--- config.mk ---
export PLATFORM = sky130hd
export DESIGN_NAME = position_stepper
export DESIGN_NICKNAME = d
export VERILOG_FILES = /design/src/rtl/position_stepper.sv
export SDC_FILE = /design/constraint.sdc
export NUM_CORES = 1
export LEC_CHECK = 0
export CAP_MARGIN = 0
export CORE_ASPECT_RATIO = 0.5
export CORE_MARGIN = 2
export CORE_UTILIZATION = 30
export CTS_CLUSTER_SIZE = 40
export DETAILED_ROUTE_END_ITERATION = 8
export SETUP_SLACK_MARGIN = 0.02
export SKIP_CTS_REPAIR_TIMING = 1
export SYNTH_ARGS = -nofsm -noshare
export SYNTH_HDL_FRONTEND = slang
export SYNTH_SLANG_ARGS = --single-unit
--- constraint.sdc ---
create_clock -name clk -period 7 [get_ports clk]
set_input_delay 1.05 -clock clk [delete_from_list [all_inputs] [get_ports clk]]
set_output_delay 1.05 -clock clk [all_outputs]
set_load 0.02 [all_outputs]
--- src/rtl/position_stepper.sv ---
// Sprite position stepper: advances X/Y once per frame tick at a fixed-point speed,
// buffers turns until tile-aligned, stops at walls and wraps x through the tunnel.
module position_stepper #(
    parameter int unsigned COORD_W = 10,
    parameter int unsigned SPEED_W = 8,
    parameter int unsigned FRAC_W  = 4,
    parameter int unsigned TILE    = 8,
    parameter int unsigned X_MIN   = 0,
    parameter int unsigned X_MAX   = 223,
    parameter int unsigned X_START = 112,
    parameter int unsigned Y_START = 188
) (
    input  logic               clk,
    input  logic               rst,
    input  logic               tick,
    input  logic               load,
    input  logic [COORD_W-1:0] load_x,
    input  logic [COORD_W-1:0] load_y,
    input  logic [3:0]         req_dir,
    input  logic [3:0]         legal_moves,
    input  logic [SPEED_W-1:0] speed,
    output logic [COORD_W-1:0] xpos,
    output logic [COORD_W-1:0] ypos,
    output logic [3:0]         cur_dir,
    output logic               moving,
    output logic               turned
);
    localparam int unsigned SUM_W  = SPEED_W + 1;
    localparam int unsigned STEP_W = SUM_W - FRAC_W;
    localparam int unsigned SW     = COORD_W + 2;

    localparam logic signed [SW-1:0] TILE_S = SW'(TILE);
    localparam logic signed [SW-1:0] XMIN_S = SW'(X_MIN);
    localparam logic signed [SW-1:0] XMAX_S = SW'(X_MAX);
    localparam logic signed [SW-1:0] ONE_S  = SW'(1);
    localparam logic [COORD_W-1:0]   TMASK  = COORD_W'(TILE - 1);

    typedef enum logic {ST_STOP, ST_MOVE} state_t;

    state_t              state, state_next;
    logic [FRAC_W-1:0]   acc, acc_next;
    logic [3:0]          pending, pend_next;
    logic [COORD_W-1:0]  x_next, y_next;
    logic [3:0]          dir_next;
    logic                turned_next;

    logic [SUM_W-1:0]    sum;
    logic [STEP_W-1:0]   step;
    logic                pend_legal;
    logic                aligned;
    logic                do_move;
    logic                adopt;
    logic                horiz;
    logic                neg;
    logic signed [SW-1:0] moved;

    function automatic logic [3:0] lowest_bit(input logic [3:0] v);
        return v & (~v + 4'd1);
    endfunction

    // Bit order is left, right, up, down: opposites are adjacent pairs.
    function automatic logic [3:0] opposite(input logic [3:0] d);
        return {d[2], d[3], d[0], d[1]};
    endfunction

    // Move along one axis, stopping on the first tile centre strictly inside the step.
    function automatic logic signed [SW-1:0] advance(input logic [COORD_W-1:0] p,
                                                     input logic [STEP_W-1:0]  s,
                                                     input logic               dec);
        logic signed [SW-1:0] ps;
        logic signed [SW-1:0] ss;
        logic signed [SW-1:0] base;
        logic signed [SW-1:0] centre;
        logic signed [SW-1:0] res;
        ps   = $signed(SW'(p));
        ss   = $signed(SW'(s));
        base = $signed(SW'(p & ~TMASK));
        if (dec) begin
            centre = (base == ps) ? base - TILE_S : base;
            res    = ps - ss;
            if (centre > res) res = centre;
        end else begin
            centre = base + TILE_S;
            res    = ps + ss;
            if (centre < res) res = centre;
        end
        return res;
    endfunction

    function automatic logic [COORD_W-1:0] wrap_x(input logic signed [SW-1:0] r,
                                                  input logic               dec);
        logic signed [SW-1:0] w;
        w = r;
        if (dec && (r < XMIN_S))
            w = XMAX_S - (XMIN_S - r - ONE_S);
        else if (!dec && (r > XMAX_S))
            w = XMIN_S + (r - XMAX_S - ONE_S);
        return COORD_W'(w);
    endfunction

    always_ff @(posedge clk or posedge rst) begin
        if (rst) begin
            state   <= ST_STOP;
            xpos    <= COORD_W'(X_START);
            ypos    <= COORD_W'(Y_START);
            cur_dir <= '0;
            acc     <= '0;
            pending <= '0;
            moving  <= 1'b0;
            turned  <= 1'b0;
        end else begin
            state   <= state_next;
            xpos    <= x_next;
            ypos    <= y_next;
            cur_dir <= dir_next;
            acc     <= acc_next;
            pending <= pend_next;
            moving  <= (state_next == ST_MOVE);
            turned  <= turned_next;
        end
    end

    always_comb begin
        state_next  = state;
        x_next      = xpos;
        y_next      = ypos;
        dir_next    = cur_dir;
        acc_next    = acc;
        pend_next   = pending;
        turned_next = 1'b0;
        do_move     = 1'b0;
        adopt       = 1'b0;

        sum        = SUM_W'(acc) + SUM_W'(speed);
        step       = STEP_W'(sum >> FRAC_W);
        pend_legal = |(pending & legal_moves);
        aligned    = (cur_dir[0] | cur_dir[1]) ? ((xpos & TMASK) == '0)
                                               : ((ypos & TMASK) == '0);

        if (load) begin
            state_next = ST_STOP;
            x_next     = load_x;
            y_next     = load_y;
            dir_next   = '0;
            acc_next   = '0;
            pend_next  = '0;
        end else begin
            if (tick) begin
                if (state == ST_STOP) begin
                    if (pend_legal) begin
                        state_next  = ST_MOVE;
                        dir_next    = pending;
                        turned_next = 1'b1;
                        adopt       = 1'b1;
                        do_move     = 1'b1;
                        acc_next    = sum[FRAC_W-1:0];
                    end
                end else begin
                    acc_next = sum[FRAC_W-1:0];
                    do_move  = 1'b1;
                    // Reversal needs neither alignment nor legality and is not a centre turn.
                    if ((pending != '0) && (pending == opposite(cur_dir))) begin
                        dir_next = pending;
                        adopt    = 1'b1;
                    end else if (aligned) begin
                        if (pend_legal && (pending != cur_dir)) begin
                            dir_next    = pending;
                            adopt       = 1'b1;
                            turned_next = 1'b1;
                        end else if (!(|(cur_dir & legal_moves))) begin
                            state_next = ST_STOP;
                            dir_next   = '0;
                            acc_next   = '0;
                            do_move    = 1'b0;
                        end
                    end
                end
            end
            if (adopt) pend_next = '0;
            if (|req_dir) pend_next = lowest_bit(req_dir);
        end

        horiz = dir_next[0] | dir_next[1];
        neg   = dir_next[0] | dir_next[2];
        moved = advance(horiz ? xpos : ypos, step, neg);
        if (do_move) begin
            if (horiz) x_next = wrap_x(moved, neg);
            else       y_next = COORD_W'(moved);
        end
    end

endmodule

=== Word-level counts from Yosys, hierarchy flattened ===
Cells that the tools add are included.

* Input bits: 40
* Output and inout port bits: 26
* Word-level logic and storage cells: 104
* Flip-flop bits (word level): 34

* Equality and inequality tests: 4
* Magnitude comparators: 4
* Add/sub/neg operators: 11
* Reduce and logical (&&, ||, !) cells: 17
* Multiplexer cells: 53
* Bitwise gates (word level): 7

{| class="wikitable"
|+ Operators by type and width
! cell !! number
|-
| two-way mux 10 bit || 9
|-
| two-way mux 4 bit || 19
|-
| two-way mux 12 bit || 3
|-
| two-way mux 1 bit || 21
|-
| zero test 10 bit || 2
|-
| subtractor 10 x 2 -> 10 bit (second input constant) || 2
|-
| bitwise AND 4 bit || 3
|-
| > comparator 12 x 11 -> 1 bit || 1
|-
| > comparator 12 x 9 -> 1 bit (second input constant) || 1
|-
| < comparator 12 x 1 -> 1 bit (second input constant) || 1
|-
| OR reduction 4 bit || 3
|-
| adder 10 x 4 -> 11 bit (second input constant) || 1
|-
| adder 10 x 5 -> 11 bit || 1
|-
| < comparator 11 bit || 1
|-
| two-way mux 11 bit || 1
|-
| subtractor 10 x 4 -> 11 bit (second input constant) || 1
|-
| subtractor 10 x 5 -> 11 bit || 1
|-
| subtractor 1 x 10 -> 10 bit (first input constant) || 1
|-
| subtractor 10 x 9 -> 10 bit (second input constant) || 1
|-
| subtractor 9 x 10 -> 10 bit (first input constant) || 1
|-
| adder 4 x 8 -> 9 bit || 1
|-
| nonzero test 3 bit || 2
|-
| inequality test 5 bit (second input constant) || 1
|-
| adder 4 x 1 -> 4 bit (second input constant) || 1
|-
| 12 further kinds || 17
|}

=== Depth between registers and ports, before layout ===
Gate-level depths: netlist (run 1).

* Depth in word-level cells: 22
* Depth in mapped cells: 36
* Mapped depth without buffers: 34

=== Worst setup path after synthesis (run 1) ===
No wires, ideal clock.

* Kind: in2reg
* Start point: input port legal_moves[3]
* End point: register xpos[6]
* Slack: -0.049 ns
* Required time: 6.922 ns
* Arrival time: 6.971 ns
* Buffers on the path: 1
* Stages on the path: 33
* Setup time: 0.078 ns
* Cell sequence: a22o_1 -> nor2_1 -> nor3_2 -> o2111a_1 -> a211oi_4 -> inv_4 -> nor2_8 -> buf_4 -> nand2_1 -> nand2_1 -> ha_1 -> inv_1 -> fa_1 -> o21bai_1 -> a21oi_1 -> o21bai_1 -> and4_1 -> xor2_1 -> o21ai_0 -> ha_1 -> a21oi_1 -> o21a_1 -> o21ai_0 -> nand2_1 -> mux2i_1 -> xor2_1 -> nand2_1 -> o21ai_0 -> a221o_2 -> ha_1 -> nand3_1 -> a221o_1 -> o22ai_1

* Cells in the longest elaborated chain, start to end: 22
* Elaborated cells between the ends (all ways): 49
* Those cells by class: 9 x add/sub; 4 x order compare; 25 x mux; 4 x bitwise; 7 x reduce/logical

{| class="wikitable"
|+ Ends and longest elaborated chain
! element !! RTL line !! source
|-
| from (decl) || 20 || <nowiki>input logic [3:0] legal_moves,</nowiki>
|-
| bitwise AND 4 bit, on equally long branches || 170, 136 ||
|-
| OR reduction 4 bit, on equally long branches || 170, 136 ||
|-
| two-way mux 4 bit / logical AND 1 bit (equally long branches) || 170, 166 ||
|-
| two-way mux 4 bit || 166 || <nowiki>if (pend_legal && (pending != cur_dir)) begin</nowiki>
|-
| two-way mux 4 bit || 165 || <nowiki>end else if (aligned) begin</nowiki>
|-
| two-way mux 4 bit || 162 || <nowiki>if ((pending != '0) && (pending == opposite(cur_dir))) begin</nowiki>
|-
| two-way mux 4 bit * || 149 || <nowiki>if (state == ST_STOP) begin</nowiki>
|-
| two-way mux 4 bit * || 148 || <nowiki>if (tick) begin</nowiki>
|-
| [... 1 more ...] || n/a ||
|-
| net dir_next[1] || 44 || <nowiki>logic [3:0] dir_next;</nowiki>
|-
| [... 6 more ...] || n/a ||
|-
| two-way mux 12 bit || 78 || <nowiki>if (dec) begin</nowiki>
|-
| subtractor 1 x 10 -> 10 bit (tied with other cells) || 95 || <nowiki>w = XMAX_S - (XMIN_S - r - ONE_S);</nowiki>
|-
| subtractor 10 x 2 -> 10 bit (tied with other cells) || 95 ||
|-
| subtractor 9 x 10 -> 10 bit / two-way mux 10 bit (equally long branches) || 95, 96 ||
|-
| two-way mux 10 bit || 94 || <nowiki>if (dec && (r < XMIN_S))</nowiki>
|-
| two-way mux 10 bit * || 187 || <nowiki>if (horiz) x_next = wrap_x(moved, neg);</nowiki>
|-
| two-way mux 10 bit * || 186 || <nowiki>if (do_move) begin</nowiki>
|-
| net x_next[6] || 43 || <nowiki>logic [COORD_W-1:0] x_next, y_next;</nowiki>
|-
| to (signal assigned) || 104 || <nowiki>xpos <= COORD_W'(X_START);</nowiki>
|-
| to (signal assigned) || 113 || <nowiki>xpos <= x_next;</nowiki>
|-
| to (decl) || 22 || <nowiki>output logic [COORD_W-1:0] xpos,</nowiki>
|}

Mark *: on every way through the listed nets, which the timed path passes. The rest lies on a longest branch. The select of a mux whose other input is x is not followed.
A chain may end at the register's enable or synchronous reset.

=== Worst setup path in the final report (run 1) ===
* Start point: input port speed[0]
* End point: register xpos[6]

* Cells in the longest elaborated chain, start to end: 11
* Elaborated cells between the ends (all ways): 21
* Those cells by class: 8 x add/sub; 4 x order compare; 7 x mux; 2 x reduce/logical

{| class="wikitable"
|+ Ends and longest elaborated chain
! element !! RTL line !! source
|-
| from (decl) || 21 || <nowiki>input logic [SPEED_W-1:0] speed,</nowiki>
|-
| adder 4 x 8 -> 9 bit * || 134 || <nowiki>sum = SUM_W'(acc) + SUM_W'(speed);</nowiki>
|-
| subtractor 10 x 5 -> 11 bit / adder 10 x 5 -> 11 bit (equally long branches) || 80, 84 ||
|-
| > comparator 12 x 11 -> 1 bit / < comparator 11 bit (equally long branches) || 81, 85 ||
|-
| two-way mux 12 bit / two-way mux 11 bit (equally long branches) || 81, 85 ||
|-
| two-way mux 12 bit * || 78 ||
|-
| subtractor 1 x 10 -> 10 bit (tied with other cells) || 95 ||
|-
| subtractor 10 x 2 -> 10 bit (tied with other cells) || 95 ||
|-
| subtractor 9 x 10 -> 10 bit / two-way mux 10 bit (equally long branches) || 95, 96 ||
|-
| two-way mux 10 bit * || 94 ||
|-
| two-way mux 10 bit * || 187 ||
|-
| two-way mux 10 bit * || 186 ||
|-
| net x_next[6] || 43 ||
|}

Mark *: on every way through the listed nets, which the timed path passes. The rest lies on a longest branch.

==> flow_summary.yaml, run 1 <==
synth:
  async_flop_share: 1.000
  syn-mean-instance-area_um2: 7.996
  synth.yosys.warnings: 0
  netlist_instances: 576
  number_of_flops_mapped_to_enable_cells_by_yosys: 0
  ys_dominant_reg_cell: "sky130_fd_sc_hd__dfrtp_1"
  ys_ff_latch: 34
  mappedNetlistNets: 653
  synth_cell_type_count: 82
  seq_area_frac_synth: 0.1869
  post_synth_instance_area_um2: 4606
setup_path:
  cp.required_ns: 7.19
  end_kind: "flop"
  timing.critical_path.arrival_ns: 6.90
  startpoint_type: "primary input"
  critical_path_peak_fanout: 4
  worst-r2r-setup-slack_ns: 0.43
  start_to_end_type_of_the_worst_setup_path: "in -> reg"
  critical_path.slowest_cell: "sky130_fd_sc_hd__a221o_2"
  slowest_delay_ns: 0.46
route:
  vias_per_cell: 5.280
  routed_wirelength_um: 15280
  violation_count_after_the_first_detailed_route_iteration: 388
  wl_per_cell_um: 16.90
  drtAntennaViolNets: 0
  vias: 4773
  dr.pass1.iters: 5
  detail_route.drc_violations: 0
die:
  dieWidth_um: 179.2
  initial_utilization: 0.3125
  fp.dieArea_um2: 16420
  core_box_area_um2: 14740
  die-height_um: 91.62
  io_pins: 66
  count_of_standard_cell_rows: 31
run_status:
  outcome: "complete, no violations"
timing:
  fraction_of_the_cycle_the_final_worst_path_needs: 0.9584
  slew_headroom: 0.3072
  setup_viol_count_final: 0
  fmax_mhz: 149.1
  clock-skew-final_ns: 0.007882
  slew_viol_final: 0
  report.final.hold_viol_count: 0
  tightestPinTransition_ns: 1.031
  timing.final.crit_period_ns: 6.709
clock_network:
  path_clk_slew_ns: 0.06
  cts_made_buffers: 5
  clk_lat_worst_skew_ns: 0.28
  clockBufferDepth: 2
  clk_root_buffer_cell: "sky130_fd_sc_hd__clkbuf_16"
  htree_num_levels: 2
  tritoncts: "done"
  clock-sinks: 34
global_routing:
  grt_pass1_vias: 4564
  grt_use_total: 0.1839
  overflow: 0
  largest_net_degree_at_the_start_of_global_routing: 35
  grt_pass1_wl_um: 24220
  antenna_found_initial: 0
pwr:
  power.density_cell_area_nw_per_um2: 297.0
  ir_worst_vdd_mv: 0.1084
  p_leak_nw: 2.835
layout:
  layout_common_cells: "sky130_fd_sc_hd__buf_4 (88), sky130_fd_sc_hd__clkdlybuf4s50_1 (59), sky130_fd_sc_hd__nand2_1 (56)"
  antenna-diode-count: 0
  area_delta_synth_final_pct: 40.80
  design.final.nets: 782
  finalNonFillerCells: 904
  commonest_non_fill_non_tap_cell_in_the_layout: "sky130_fd_sc_hd__buf_4"
  drive_gt1_frac: 0.2663
  finalCoreUtilization: 0.4400
  layout.filler_cells: 1443
place:
  gp_congestion: 0.9075
  placedCellCount: 888
  io_buffer_count: 65
  place_hpwl_um: 11650
hold_path:
  min-delay-path-class: "reg -> reg"
flow_run:
  maxCapViolCount: 0
cells in the mapped netlist (5+ instances only):
cell / count / area [µm²]
sky130_fd_sc_hd__a211oi_1: 13 / 97.59
sky130_fd_sc_hd__a21o_1: 7 / 52.55
sky130_fd_sc_hd__a21oi_1: 34 / 170.2
sky130_fd_sc_hd__a22o_1: 9 / 78.83
sky130_fd_sc_hd__a31oi_1: 5 / 31.28
sky130_fd_sc_hd__and2_1: 9 / 56.30
sky130_fd_sc_hd__and3_1: 7 / 43.79
sky130_fd_sc_hd__buf_2: 6 / 30.03
sky130_fd_sc_hd__clkbuf_1: 21 / 78.83
sky130_fd_sc_hd__dfrtp_1: 26 / 650.6
sky130_fd_sc_hd__dfstp_2: 8 / 210.2
sky130_fd_sc_hd__ha_1: 34 / 425.4
sky130_fd_sc_hd__inv_1: 26 / 97.59
sky130_fd_sc_hd__mux2_2: 8 / 90.09
sky130_fd_sc_hd__mux2i_1: 24 / 240.2
sky130_fd_sc_hd__nand2_1: 59 / 221.5
sky130_fd_sc_hd__nand3_1: 12 / 60.06
sky130_fd_sc_hd__nor2_1: 44 / 165.2
sky130_fd_sc_hd__nor2b_1: 10 / 62.56
sky130_fd_sc_hd__nor3_1: 20 / 100.1
sky130_fd_sc_hd__nor4_1: 5 / 31.28
sky130_fd_sc_hd__o21a_1: 6 / 45.04
sky130_fd_sc_hd__o21ai_0: 29 / 145.1
sky130_fd_sc_hd__o21bai_1: 7 / 52.55
sky130_fd_sc_hd__or3_1: 5 / 31.28
sky130_fd_sc_hd__xnor2_1: 32 / 280.3
sky130_fd_sc_hd__xor2_1: 26 / 227.7
metal layers:
metal | track usage | wire (µm)
met1 | 0.2618 | 7319
met2 | 0.2981 | 7080
met3 | 0.02695 | 739
met4 | 0.03024 | 137
met5 | 0 | 0
where the power goes:
group	switching [W]	internal [W]
logic	0.000709	0.000690
clock network	0.0000825	0.000141
registers	0.0000773	0.000226
metrics by stage:
stage | worst slack (ns) | power (W) | hold slack, ns | cell area, µm² | setup TNS [ns]
3_5_place_dp | -0.4601 | 0.001535 | 0.5006 | 5984 | -2.077
4_1_cts | -0.2060 | 0.001766 | 0.5151 | 6136 | -0.7687
3_3_place_gp | -0.3624 | 0.001525 | 0.4964 | 5984 | -1.527
5_1_grt | -0.07619 | 0.002071 | 0.5363 | 6485 | -0.1581
6_report | 0.2914 | 0.001926 | 0.5213 | 6485 | 0
2_1_floorplan | 0.05944 | 0.001020 | 0.4774 | 4609 | 0
final timing paths:
path / startpoint / endpoint / cells after the start
max: speed[0] / xpos[6] / 31
min: acc[0] / acc[0] / 1
max reg2reg: cur_dir[0] / xpos[6] / 34
min reg2reg: acc[0] / acc[0] / 1
max in group asynchronous: rst / xpos[4] / 3
min in group asynchronous: rst / acc[0] / 3
sequential cells by signal, summed over array words and instances, names as in the netlist:
name     flops
turned       1
ypos        10
pending      4
cur_dir      4
xpos        10
state        1
acc          4
worst max-delay path, delay by kind of cell:
family	cells	cell delay, ns
AOI/OAI and AO/OA	13	2.36
adders and majority gates	6	1.72
and+or+nand+nor	5	0.50
muxes	1	0.23
buffers and inverters	3	0.60
xor gates and xnor gates	3	0.41
final cells by class:
class,count,area (µm²),area share
multi-input combinational,479,3747,0.5779
tap,198,247.7,0.03820
clock buffer,6,138.9,0.02142
inverter,29,116.4,0.01794
sequential,34,860.8,0.1327
clock inverter,2,12.51,0.001929
timing repair buffer,156,1361,0.2099
cell families (layout without fill, tap and decap cells):
kind of cell / count (synthesis) / count (layout) / synth area share
XOR/XNOR: 59 / 59 / 0.1138
AND/OR/NAND/NOR: 195 / 195 / 0.2160
multiplexers: 33 / 33 / 0.07661
adder cells (fa/ha/maj): 37 / 37 / 0.1054
buffers and inverters: 63 / 193 / 0.05868
AO/OA/AOI/OAI: 155 / 155 / 0.2426
flip-flops: 34 / 34 / 0.1869
Power figures use the tool's default switching activity.
==> run 2, diff against run 1 <==
- GPL_ROUTABILITY_DRIVEN: default -> 0
- RECOVER_POWER: default -> 50
==> run 2 against run 1 <==
Compared with the run above: design area fell by 0.12%; the flow now finishes with violations (capacitance limit, slew limit); largest cell class unchanged; worst setup slack got worse by 0.0043 ns; sequential power barely moved; combinational power barely moved; first-iteration DRC count rose by 7.7%.
==> flow_summary.yaml, run 2 (synthesis results as in run 1) <==
layout:
  commonest_non_fill_non_tap_cell_in_the_layout: "sky130_fd_sc_hd__buf_4"
  layout_common_cells: "sky130_fd_sc_hd__buf_4 (86), sky130_fd_sc_hd__nand2_1 (56), sky130_fd_sc_hd__clkdlybuf4s50_1 (54)"
  finalNonFillerCells: 904
  design.final.nets: 782
  layout.filler_cells: 1447
  final_area_um2: 6477
  largestRegisters: "xpos (10), ypos (10)"
  drive_gt1_frac: 0.2635
  area_delta_synth_final_pct: 40.64
  antenna-diode-count: 0
timing:
  fraction_of_the_cycle_the_final_worst_path_needs: 0.9590
  tightestPinTransition_ns: 1.917
  report.final.hold_viol_count: 0
  setup_viol_count_final: 0
  fmax_mhz: 149.0
  setup_total_negative_slack_ns: 0
  slew_headroom: -0.2781
  worst_case_setup_margin_in_the_final_layout_ns: 0.2870
  timing.final.crit_period_ns: 6.713
  slew_viol_final: 35
  clock-skew-final_ns: 0.007848
die:
  die-height_um: 91.62
  dieWidth_um: 179.2
  fp.dieArea_um2: 16420
  io_pins: 66
  initial_utilization: 0.3125
  count_of_standard_cell_rows: 31
  core_box_area_um2: 14740
setup_path:
  start_to_end_type_of_the_worst_setup_path: "in -> reg"
  worst-r2r-setup-slack_ns: 0.43
  critical_path.slowest_cell: "sky130_fd_sc_hd__a221o_2"
  worst_r2r_path_depth: 34
  r2r-end: "xpos[6]"
  regToRegStartpoint: "cur_dir[0]"
  timing.critical_path.arrival_ns: 6.90
  critical_path_peak_fanout: 4
  startpoint_type: "primary input"
  cp.required_ns: 7.19
  slowest_delay_ns: 0.46
  end_kind: "flop"
clock_network:
  clock-sinks: 34
  clockBufferDepth: 2
  htree_num_levels: 2
  clk_lat_worst_skew_ns: 0.28
  cts_made_buffers: 5
  clk_root_buffer_cell: "sky130_fd_sc_hd__clkbuf_16"
  path_clk_slew_ns: 0.06
  tritoncts: "done"
global_routing:
  grt_pass1_wl_um: 24220
  largest_net_degree_at_the_start_of_global_routing: 35
  grt_pass1_vias: 4564
  antenna_found_initial: 0
  grt_use_total: 0.1839
  overflow: 0
route:
  met3RoutedLength_um: 707
  drtAntennaViolNets: 0
  wl_per_cell_um: 16.92
  detail_route.drc_violations: 0
  topRoutingLayerUsed: "met4"
  routed_wirelength_um: 15290
  route.layer.met1.wl_um: 7358
  met2WireLength_um: 7082
  dr.pass1.iters: 4
  vias: 4756
  violation_count_after_the_first_detailed_route_iteration: 418
  vias_per_cell: 5.261
pwr:
  power.density_cell_area_nw_per_um2: 297.1
  p_leak_nw: 2.834
  ir_worst_vdd_mv: 0.1084
place:
  placedCellCount: 888
  io_buffer_count: 65
  setup_slack_placement_ns: -0.4601
  place_hpwl_um: 11650
  placedInstanceArea_um2: 5984
flow_run:
  maxCapViolCount: 1
run_status:
  outcome: "finished with violations"
  violations: "capacitance limit, slew limit"
hold_path:
  hold-path-cell-count: 1
  whs_endpoint: "acc[0]"
  worstHoldStart: "acc[0]"
  min-delay-path-class: "reg -> reg"
## run 2: worst max-delay path: cells and delay by family
family,cells,cell delay [ns]
xor+xnor,3,0.41
compound gates,13,2.37
buf+inv,3,0.60
simple gates,5,0.50
fa+ha+maj,6,1.73
mux,1,0.23
## run 2: per-layer routing
| layer | up-vias | global-route usage |
|---|---|---|
| li1 | 2320 | - |
| met1 | 2309 | 0.2618 |
| met2 | 113 | 0.2981 |
| met3 | 14 | 0.02695 |
| met4 | 0 | 0.03024 |
| met5 | - | 0 |
## run 2: area by class of cell
class                   instances  area, µm²  share of cell area
clock inverters                 2      12.51            0.001932
multi-input cells             479       3747              0.5785
inverters                      29      116.4             0.01796
well taps                     198      247.7             0.03825
flip-flops and latches         34      860.8              0.1329
clock buffers                   6      138.9             0.02144
repair buffers                156       1354              0.2090
## run 2: power by group
part	switching (W)	internal (W)
logic	0.000709	0.000689
registers	0.0000772	0.000226
clock network	0.0000827	0.000141
total	0.000869	0.00106
## run 2: metrics by stage
stage,utilization,hold slack (ns),power (W)
after global routing,0.4395,0.5363,0.002070
after CTS,0.4163,0.5151,0.001766
after global placement,0.4060,0.4964,0.001525
after detailed placement,0.4060,0.5006,0.001535
final,0.4395,0.5213,0.001925
after floorplan,-,0.4774,0.001020
## run 2: worst max-delay path by stage
stage | startpoint | end | slack (ns)
floorplan | legal_moves[3] | xpos[6] | 0.06
global placement | legal_moves[3] | xpos[6] | -0.36
detailed placement | legal_moves[1] | xpos[6] | -0.46
CTS | legal_moves[1] | xpos[6] | -0.21
global route | legal_moves[1] | xpos[6] | -0.08
finish | speed[0] | xpos[6] | 0.29
